**src/rtl/multi_timer.sv**
```systemverilog
// multi_timer: CHANNELS independent prescaled up/down tick counters with one-shot or auto-reload.
module multi_timer #(
  parameter int WIDTH     = 32,
  parameter int PRE_WIDTH = 32,
  parameter int CHANNELS  = 2
) (
  input  logic                      clk_i,
  input  logic                      rst_i,
  input  logic [PRE_WIDTH-1:0]      divisor_i,
  input  logic [CHANNELS-1:0]       enable_i,
  input  logic [CHANNELS-1:0]       clear_i,
  input  logic [CHANNELS-1:0]       down_i,
  input  logic [CHANNELS-1:0]       reload_i,
  input  logic [CHANNELS*WIDTH-1:0] limit_i,
  output logic [CHANNELS*WIDTH-1:0] count_o,
  output logic [CHANNELS-1:0]       done_o,
  output logic [CHANNELS-1:0]       expire_o
);
  typedef enum logic [1:0] {IDLE, RUN, HELD} state_e;
  logic [PRE_WIDTH-1:0] last_pre;
  // A divisor of 0 behaves as 1, so the last prescaler value is 0 in both cases.
  assign last_pre = (divisor_i == '0) ? '0 : divisor_i - PRE_WIDTH'(1);
  genvar c;
  generate
    for (c = 0; c < CHANNELS; c++) begin : g_ch
      state_e               state_q, state_d;
      logic [PRE_WIDTH-1:0] pre_q, pre_d;
      logic [WIDTH-1:0]     count_q, count_d, lim, start, term_v;
      logic [WIDTH:0]       nxt;
      logic                 done_q, done_d, expire_q, expire_d, step, term;
      assign lim    = limit_i[c*WIDTH +: WIDTH];
      assign start  = down_i[c] ? lim : '0;
      assign term_v = down_i[c] ? '0 : lim;
      // Extra bit keeps the up-mode compare saturating instead of wrapping.
      assign nxt    = {1'b0, count_q} + (WIDTH+1)'(1);
      assign step   = enable_i[c] && state_q != HELD && pre_q >= last_pre;
      assign term   = down_i[c] ? (count_q <= WIDTH'(1)) : (nxt >= {1'b0, lim});
      always_comb begin
        state_d  = state_q;
        pre_d    = pre_q;
        count_d  = count_q;
        done_d   = done_q;
        expire_d = 1'b0;
        if (clear_i[c]) begin
          state_d = IDLE;
          pre_d   = '0;
          count_d = start;
          done_d  = 1'b0;
        end else if (state_q == HELD) begin
          pre_d = '0;
        end else if (!enable_i[c]) begin
          state_d = IDLE;
          pre_d   = '0;
        end else begin
          state_d = RUN;
          pre_d   = step ? '0 : pre_q + PRE_WIDTH'(1);
          if (step && !term) count_d = down_i[c] ? count_q - WIDTH'(1) : nxt[WIDTH-1:0];
          if (step && term) begin
            done_d   = 1'b1;
            expire_d = 1'b1;
            count_d  = reload_i[c] ? start : term_v;
            state_d  = reload_i[c] ? RUN : HELD;
          end
        end
      end
      always_ff @(posedge clk_i or posedge rst_i) begin
        if (rst_i) begin
          state_q  <= IDLE;
          pre_q    <= '0;
          count_q  <= '0;
          done_q   <= 1'b0;
          expire_q <= 1'b0;
        end else begin
          state_q  <= state_d;
          pre_q    <= pre_d;
          count_q  <= count_d;
          done_q   <= done_d;
          expire_q <= expire_d;
        end
      end
      assign count_o[c*WIDTH +: WIDTH] = count_q;
      assign done_o[c]   = done_q;
      assign expire_o[c] = expire_q;
    end
  endgenerate
endmodule

```
**config.mk**
```make
export PLATFORM = sky130hd
export DESIGN_NAME = multi_timer
export DESIGN_NICKNAME = d
export VERILOG_FILES = /design/src/rtl/multi_timer.sv
export SDC_FILE = /design/constraint.sdc
export NUM_CORES = 1
export LEC_CHECK = 0
export CAP_MARGIN = 20
export CORE_MARGIN = 4
export CORE_UTILIZATION = 55
export DETAILED_ROUTE_END_ITERATION = 12
export GPL_ROUTABILITY_DRIVEN = 0
export PLACE_DENSITY = 0.87
export SETUP_SLACK_MARGIN = 0.4
export SLEW_MARGIN = 20
export SYNTH_ARGS = -nofsm -noshare
export SYNTH_HDL_FRONTEND = slang
export SYNTH_SLANG_ARGS = --single-unit
```
**constraint.sdc**
```tcl
create_clock -name clk_i -period 11.2 [get_ports clk_i]
set_clock_uncertainty 0.05 [all_clocks]
set_input_delay 3.36 -clock clk_i [delete_from_list [all_inputs] [get_ports clk_i]]
set_output_delay 3.36 -clock clk_i [all_outputs]
set_load 0.005 [all_outputs]
```
[After elaboration in Yosys (flattened, before gate mapping)]
Index checks and enable logic that the tools add are counted.
Storage, ports and cells
  register bits: 136
  input bits: 106
  output and inout port bits: 68
  logic and storage cells: 105
Cells by class
  add/sub/neg operators: 7
  order comparisons: 6
  equal/unequal tests: 6
  mux-type cells: 55
  reductions and logical operators: 21
Operators with widths (number)
  32-bit 2-to-1 mux: 27
  32-bit by 1-bit subtractor with 32-bit output (second input constant): 3
  32-bit by 1-bit adder with 33-bit output (second input constant): 2
  33-bit by 32-bit greater-or-equal comparator with 1-bit output: 2
  32-bit by 1-bit adder with 32-bit output (second input constant): 2
  32-bit greater-or-equal comparator: 2
  32-bit by 1-bit less-or-equal comparator with 1-bit output (second input constant): 2
  32-bit zero test: 1
  2-bit 2-to-1 mux: 10
  1-bit 2-to-1 mux: 18
  3-bit AND reduction: 4
  1-bit logical AND: 8
  2-bit inequality test (second input constant): 4
  2-bit nonzero test: 4
  3-bit nonzero test: 2
  2-bit == test (second input constant): 2
  1-bit zero test: 2

[Logic depth before layout (Yosys ltp)]
  depth after elaboration: 10
  gate-level depth with buffers: 19

[Least setup slack after synthesis]
No wires, ideal clock.
  path kind: input -> register
  from: input divisor_i[8]
  to: register g_ch[0].count_q[9]
  library setup time: 124 ps
  data arrival time: 8052 ps
  required time: 11026 ps
  path slack: 2974 ps
  cell stages on the path: 18
  buffers on the path: 1
  cells stage by stage: or4_1 -> or4_1 -> or4_1 -> nor2_1 -> nand3_1 -> nor3_1 -> xor2_1 -> nand2_1 -> ha_1 -> a21o_1 -> a21o_1 -> a21oi_1 -> o21ai_0 -> a2111oi_1 -> or2_2 -> clkbuf_1 -> nor3_1 -> a211o_1
Between the ends
  longest elaborated chain between the ends: 9
RTL lines
  start: declaration: RTL line 9  | input logic [PRE_WIDTH-1:0] divisor_i,
  32-bit by 1-bit subtractor with 32-bit output / 32-bit zero test (equally long branches): RTL line 22  | assign last_pre = (divisor_i == '0) ? '0 : divisor_i - PRE_WIDTH'(1);
  32-bit 2-to-1 mux (*): RTL line 22
  32-bit greater-or-equal comparator (*): RTL line 36  | assign step = enable_i[c] && state_q != HELD && pre_q >= last_pre;
  1-bit logical AND (*): RTL line 36
  1-bit logical AND: RTL line 58  | if (step && term) begin
  32-bit 2-to-1 mux: RTL line 58
  32-bit 2-to-1 mux: RTL line 51  | end else if (!enable_i[c]) begin
  32-bit 2-to-1 mux: RTL line 49  | end else if (state_q == HELD) begin
  32-bit 2-to-1 mux: RTL line 44  | if (clear_i[c]) begin
  end signal: assignment: RTL line 76  | count_q <= count_d;
  end: declaration: RTL line 28  | logic [WIDTH-1:0] count_q, count_d, lim, start, term_v;
Every way passes the cells marked *; elsewhere a longest branch is shown, timed or not. The select of a mux whose other input is x is not followed.
A chain may end at the register's enable or synchronous reset.

[Worst setup path after layout]
  from: input divisor_i[8]
  to: register g_ch[1].count_q[18]
Between the ends
  longest elaborated chain between the ends: 9
RTL lines (RTL line)
  32-bit by 1-bit subtractor with 32-bit output / 32-bit zero test (equally long branches): 22
  32-bit 2-to-1 mux (*): 22
  32-bit greater-or-equal comparator (*): 36
  1-bit logical AND (*): 36
  1-bit logical AND: 58
  32-bit 2-to-1 mux: 58
  32-bit 2-to-1 mux: 51
  32-bit 2-to-1 mux: 49
  32-bit 2-to-1 mux: 44
  end signal: assignment: 76
  end: declaration: 28
Marked as above.

==> insert_results.sql <==
INSERT INTO impl_metrics (metric_group, metric, value, unit) VALUES
('synthesis', 'synth_top_cells_by_area', 'sky130_fd_sc_hd__dfrtp_1 27%, sky130_fd_sc_hd__ha_1 13%, sky130_fd_sc_hd__xnor2_1 5.7%', ''),
('setup_path', 'timing.critical_path.arrival', '9.58', 'ns'),
('global_routing', 'antenna_found_initial', '0', ''),
('detailed_routing', 'avgRoutedWirePerCell', '18.8', 'um'),
('timing', 'timing.final.setup_violations', '0', ''),
('setup_path', 'critPathTopFamily', 'simple AND/OR/NAND/NOR gates', ''),
('detailed_routing', 'ant_nets', '0', ''),
('cells_and_area', 'post_route_non_filler_standard_cell_count', '2056', ''),
('timing', 'hold_violations', '0', ''),
('synthesis', 'number_of_synthesized_flops_with_an_enable_pin', '0', ''),
('synthesis', 'synth_seq_cells', '136', ''),
('detailed_routing', 'viasPerCell', '6.35', ''),
('cells_and_area', 'finalNetCount', '1974', ''),
('synthesis', 'synth_top_cell_area_share', '0.265', ''),
('setup_path', 'cp_cell_sequence', 'clkdlybuf4s50_1, or4_1, or4_1, nor4_1, nand2_1, nand2_1, ha_1, a2111oi_0, o21ai_0, o221ai_1, a31oi_1, a31oi_1, nor3_2, or2_2, a221o_1', ''),
('cts', 'cts_hold_buf', '0', ''),
('cells_and_area', 'layout.core_utilization', '0.671', ''),
('global_routing', 'grt_pass1_wl', '63.1', 'mm'),
('synthesis', 'synth_ff_type', 'sky130_fd_sc_hd__dfrtp_1', ''),
('pwr', 'ir_drop', '0.0805', 'mV'),
('outcome', 'outcome', 'finished clean', ''),
('setup_path', 'worstPathMaxFanout', '29', ''),
('setup_path', 'startpoint_type', 'input port', ''),
('pwr', 'leakagePower', '0.00662', 'uW'),
('synthesis', 'number_of_cells_produced_by_synthesis', '1621', ''),
('timing', 'timing_max_transition_violations_final', '0', ''),
('global_routing', 'overall_global_routing_resource_usage', '0.293', ''),
('setup_path', 'worst-setup-path-type', 'input port to register', ''),
('cts', 'clock_tree.buffer_depth', '2', ''),
('die', 'floorplan.die.height', '161', 'um'),
('die', 'coreArea', '22800', 'um^2'),
('cts', 'tritoncts.num_buffers', '17', ''),
('die', 'design.die.area', '25800', 'um^2'),
('detailed_routing', 'detail_route.drc_violations', '0', ''),
('cells_and_area', 'diodes', '0', ''),
('die', 'ioPinCount', '174', ''),
('global_routing', 'grt_max_degree', '82', ''),
('timing', 'fin_tns_setup', '0', 'ns'),
('global_routing', 'global_route.overflow_total', '0', ''),
('timing', 'tightest_slew', '1.04', 'ns'),
('cts', 'clock_root_buffer', 'sky130_fd_sc_hd__clkbuf_16', ''),
('synthesis', 'library_cell_with_the_highest_instance_count_after_synthesis', 'sky130_fd_sc_hd__nor2_1', ''),
('cts', 'worstSkewPairLatency', '0.43', 'ns'),
('global_routing', 'number_of_global_route_vias_before_repair', '12900', ''),
('synthesis', 'synthArstFlopShare', '1.00', ''),
('synthesis', 'syn_nets', '1865', ''),
('timing', 'final_worst_path_cycle_share', '0.832', ''),
('placement', 'port_buffers', '173', ''),
('synthesis', 'postSynthAreaPerCell', '7.91', 'um^2'),
('setup_path', 'crit_path_end_kind', 'register', ''),
('die', 'initial_utilization', '0.563', ''),
('setup_path', 'cp_slowest_stage_delay', '0.72', 'ns'),
('synthesis', 'ys_seq_area_frac', '0.265', ''),
('synthesis', 'synth.lib_cells_used.distinct', '74', ''),
('synthesis', 'synthesis.area', '12800', 'um^2'),
('placement', 'detailedPlace.worstSlack', '1.54', 'ns'),
('detailed_routing', 'via_count', '13000', ''),
('hold_path', 'holdPathStages', '1', ''),
('cells_and_area', 'syn2layout_area_growth', '19.1', '%'),
('timing', 'fmaxAchievable', '107', 'MHz'),
('timing', 'slew_headroom', '0.307', ''),
('cts', 'cts.reportedPaths.clkPinSlew', '0.06', 'ns'),
('detailed_routing', 'number_of_iterations_in_the_first_detailed_routing_pass', '6', ''),
('die', 'rows', '55', ''),
('pwr', 'cellPowerDensity', '113', 'nW/um^2'),
('setup_path', 'timing.critical_path.slowest_stage_cell', 'sky130_fd_sc_hd__nand2_1', ''),
('cells_and_area', 'final_layout_size_suffix_gt1_frac', '0.0379', ''),
('placement', 'dp_hpwl', '28.5', 'mm'),
('detailed_routing', 'routed_wire_length', '38.6', 'mm'),
('setup_path', 'r2r.worst_path.cells', '15', ''),
('setup_path', 'worstPathRequired', '11.46', 'ns');
-- cell usage in the layout, fill, tap and decap left out, drive strengths merged, types with 13 or more instances in the layout --
master	n
clkdlybuf4s50	173
nor2	167
nand2	158
ha	138
dfrtp	136
a21oi	94
inv	94
xnor2	83
nand3	82
xor2	75
nor3	69
o21ai	64
nand4	47
a221o	31
or3	22
and3	22
o22ai	19
nor4	18
or4	18
clkbuf	18
nand2b	17
and4	16
o221ai	13
-- sequential cells by signal (all words and copies together) (netlist names) --
signal	count
g_ch.count_q	64
g_ch.done_q	2
g_ch.expire_q	2
g_ch.pre_q	64
g_ch.state_q	4
-- cell families (layout without fill, tap and decap cells) --
| family | Yosys count | after routing | synth area share |
|---|---|---|---|
| XOR/XNOR | 158 | 158 | 0.108 |
| buffers and inverters | 185 | 307 | 0.0584 |
| adder cells (fa/ha/maj) | 138 | 138 | 0.135 |
| AO/OA/AOI/OAI | 321 | 321 | 0.169 |
| multiplexers | 2 | 2 | 0.00156 |
| AND/OR/NAND/NOR | 681 | 681 | 0.263 |
| flip-flops | 136 | 136 | 0.265 |
-- power breakdown --
| part | total (uW) | switching, uW | internal, uW |
|---|---|---|---|
| clock | 615 | 239 | 375 |
| combinational | 480 | 237 | 242 |
| sequential | 635 | 107 | 528 |
| total | 1730 | 583 | 1150 |
-- stage by stage --
| step | instance area (um^2) | hold WS [ns] | total power [uW] |
|---|---|---|---|
| after detailed placement | 14700 | 0.451 | 1110 |
| after CTS | 15300 | 0.460 | 1720 |
| after floorplan | 12800 | 0.417 | 898 |
| after global placement | 14600 | 0.436 | 1090 |
| final | 15300 | 0.459 | 1730 |
| after global routing | 15300 | 0.493 | 1810 |
-- layer usage --
metal,up-vias,part of all wire,GRT usage
li1,6071,-,-
met1,6046,0.41,0.386
met2,770,0.45,0.467
met3,161,0.096,0.0516
met4,0,0.047,0.147
met5,-,0,0
-- worst register-to-register path, stage by stage (launching register included) --
cell and delay [ns]:
sky130_fd_sc_hd__dfrtp_1 0.58, sky130_fd_sc_hd__nand4_1 0.40, sky130_fd_sc_hd__or3_1 0.46, sky130_fd_sc_hd__nor3_1 0.83, sky130_fd_sc_hd__nand3_1 0.32, sky130_fd_sc_hd__xnor2_1 0.21, sky130_fd_sc_hd__ha_1 0.30, sky130_fd_sc_hd__nand4_1 0.12
sky130_fd_sc_hd__nor3_1 0.61, sky130_fd_sc_hd__a21oi_1 0.26, sky130_fd_sc_hd__a31oi_1 0.26, sky130_fd_sc_hd__o41ai_2 0.10, sky130_fd_sc_hd__buf_4 0.21, sky130_fd_sc_hd__nor3_2 0.26, sky130_fd_sc_hd__or2_2 0.63, sky130_fd_sc_hd__a221o_1 0.28
-- final timing paths --
kind | endpoint | startpoint | slack (ns)
worst max-delay path | g_ch[1].count_q[18]$_DFFE_PP0P_ | divisor_i[8] | 1.88
worst min-delay path | g_ch[1].pre_q[0]$_DFF_PP0_ | g_ch[1].pre_q[0]$_DFF_PP0_ | 0.46
worst max register to register | g_ch[1].count_q[18]$_DFFE_PP0P_ | g_ch[1].count_q[9]$_DFFE_PP0P_ | 5.25
worst min register to register | g_ch[1].pre_q[0]$_DFF_PP0_ | g_ch[1].pre_q[0]$_DFF_PP0_ | 0.46
max in group asynchronous | g_ch[0].count_q[4]$_DFFE_PP0P_ | rst_i | 6.45
min in group asynchronous | g_ch[0].count_q[19]$_DFFE_PP0P_ | rst_i | 3.39
-- layout make-up --
type / count / area (um^2)
multi-input cells: 1300 / 8700
clock inverters: 14 / 198
clock buffers: 18 / 429
flip-flops and latches: 136 / 3400
repair buffers: 183 / 1810
well taps: 313 / 392
fillers: 1836 / 7500
inverters: 92 / 350
Power figures use the tool's default switching activity.
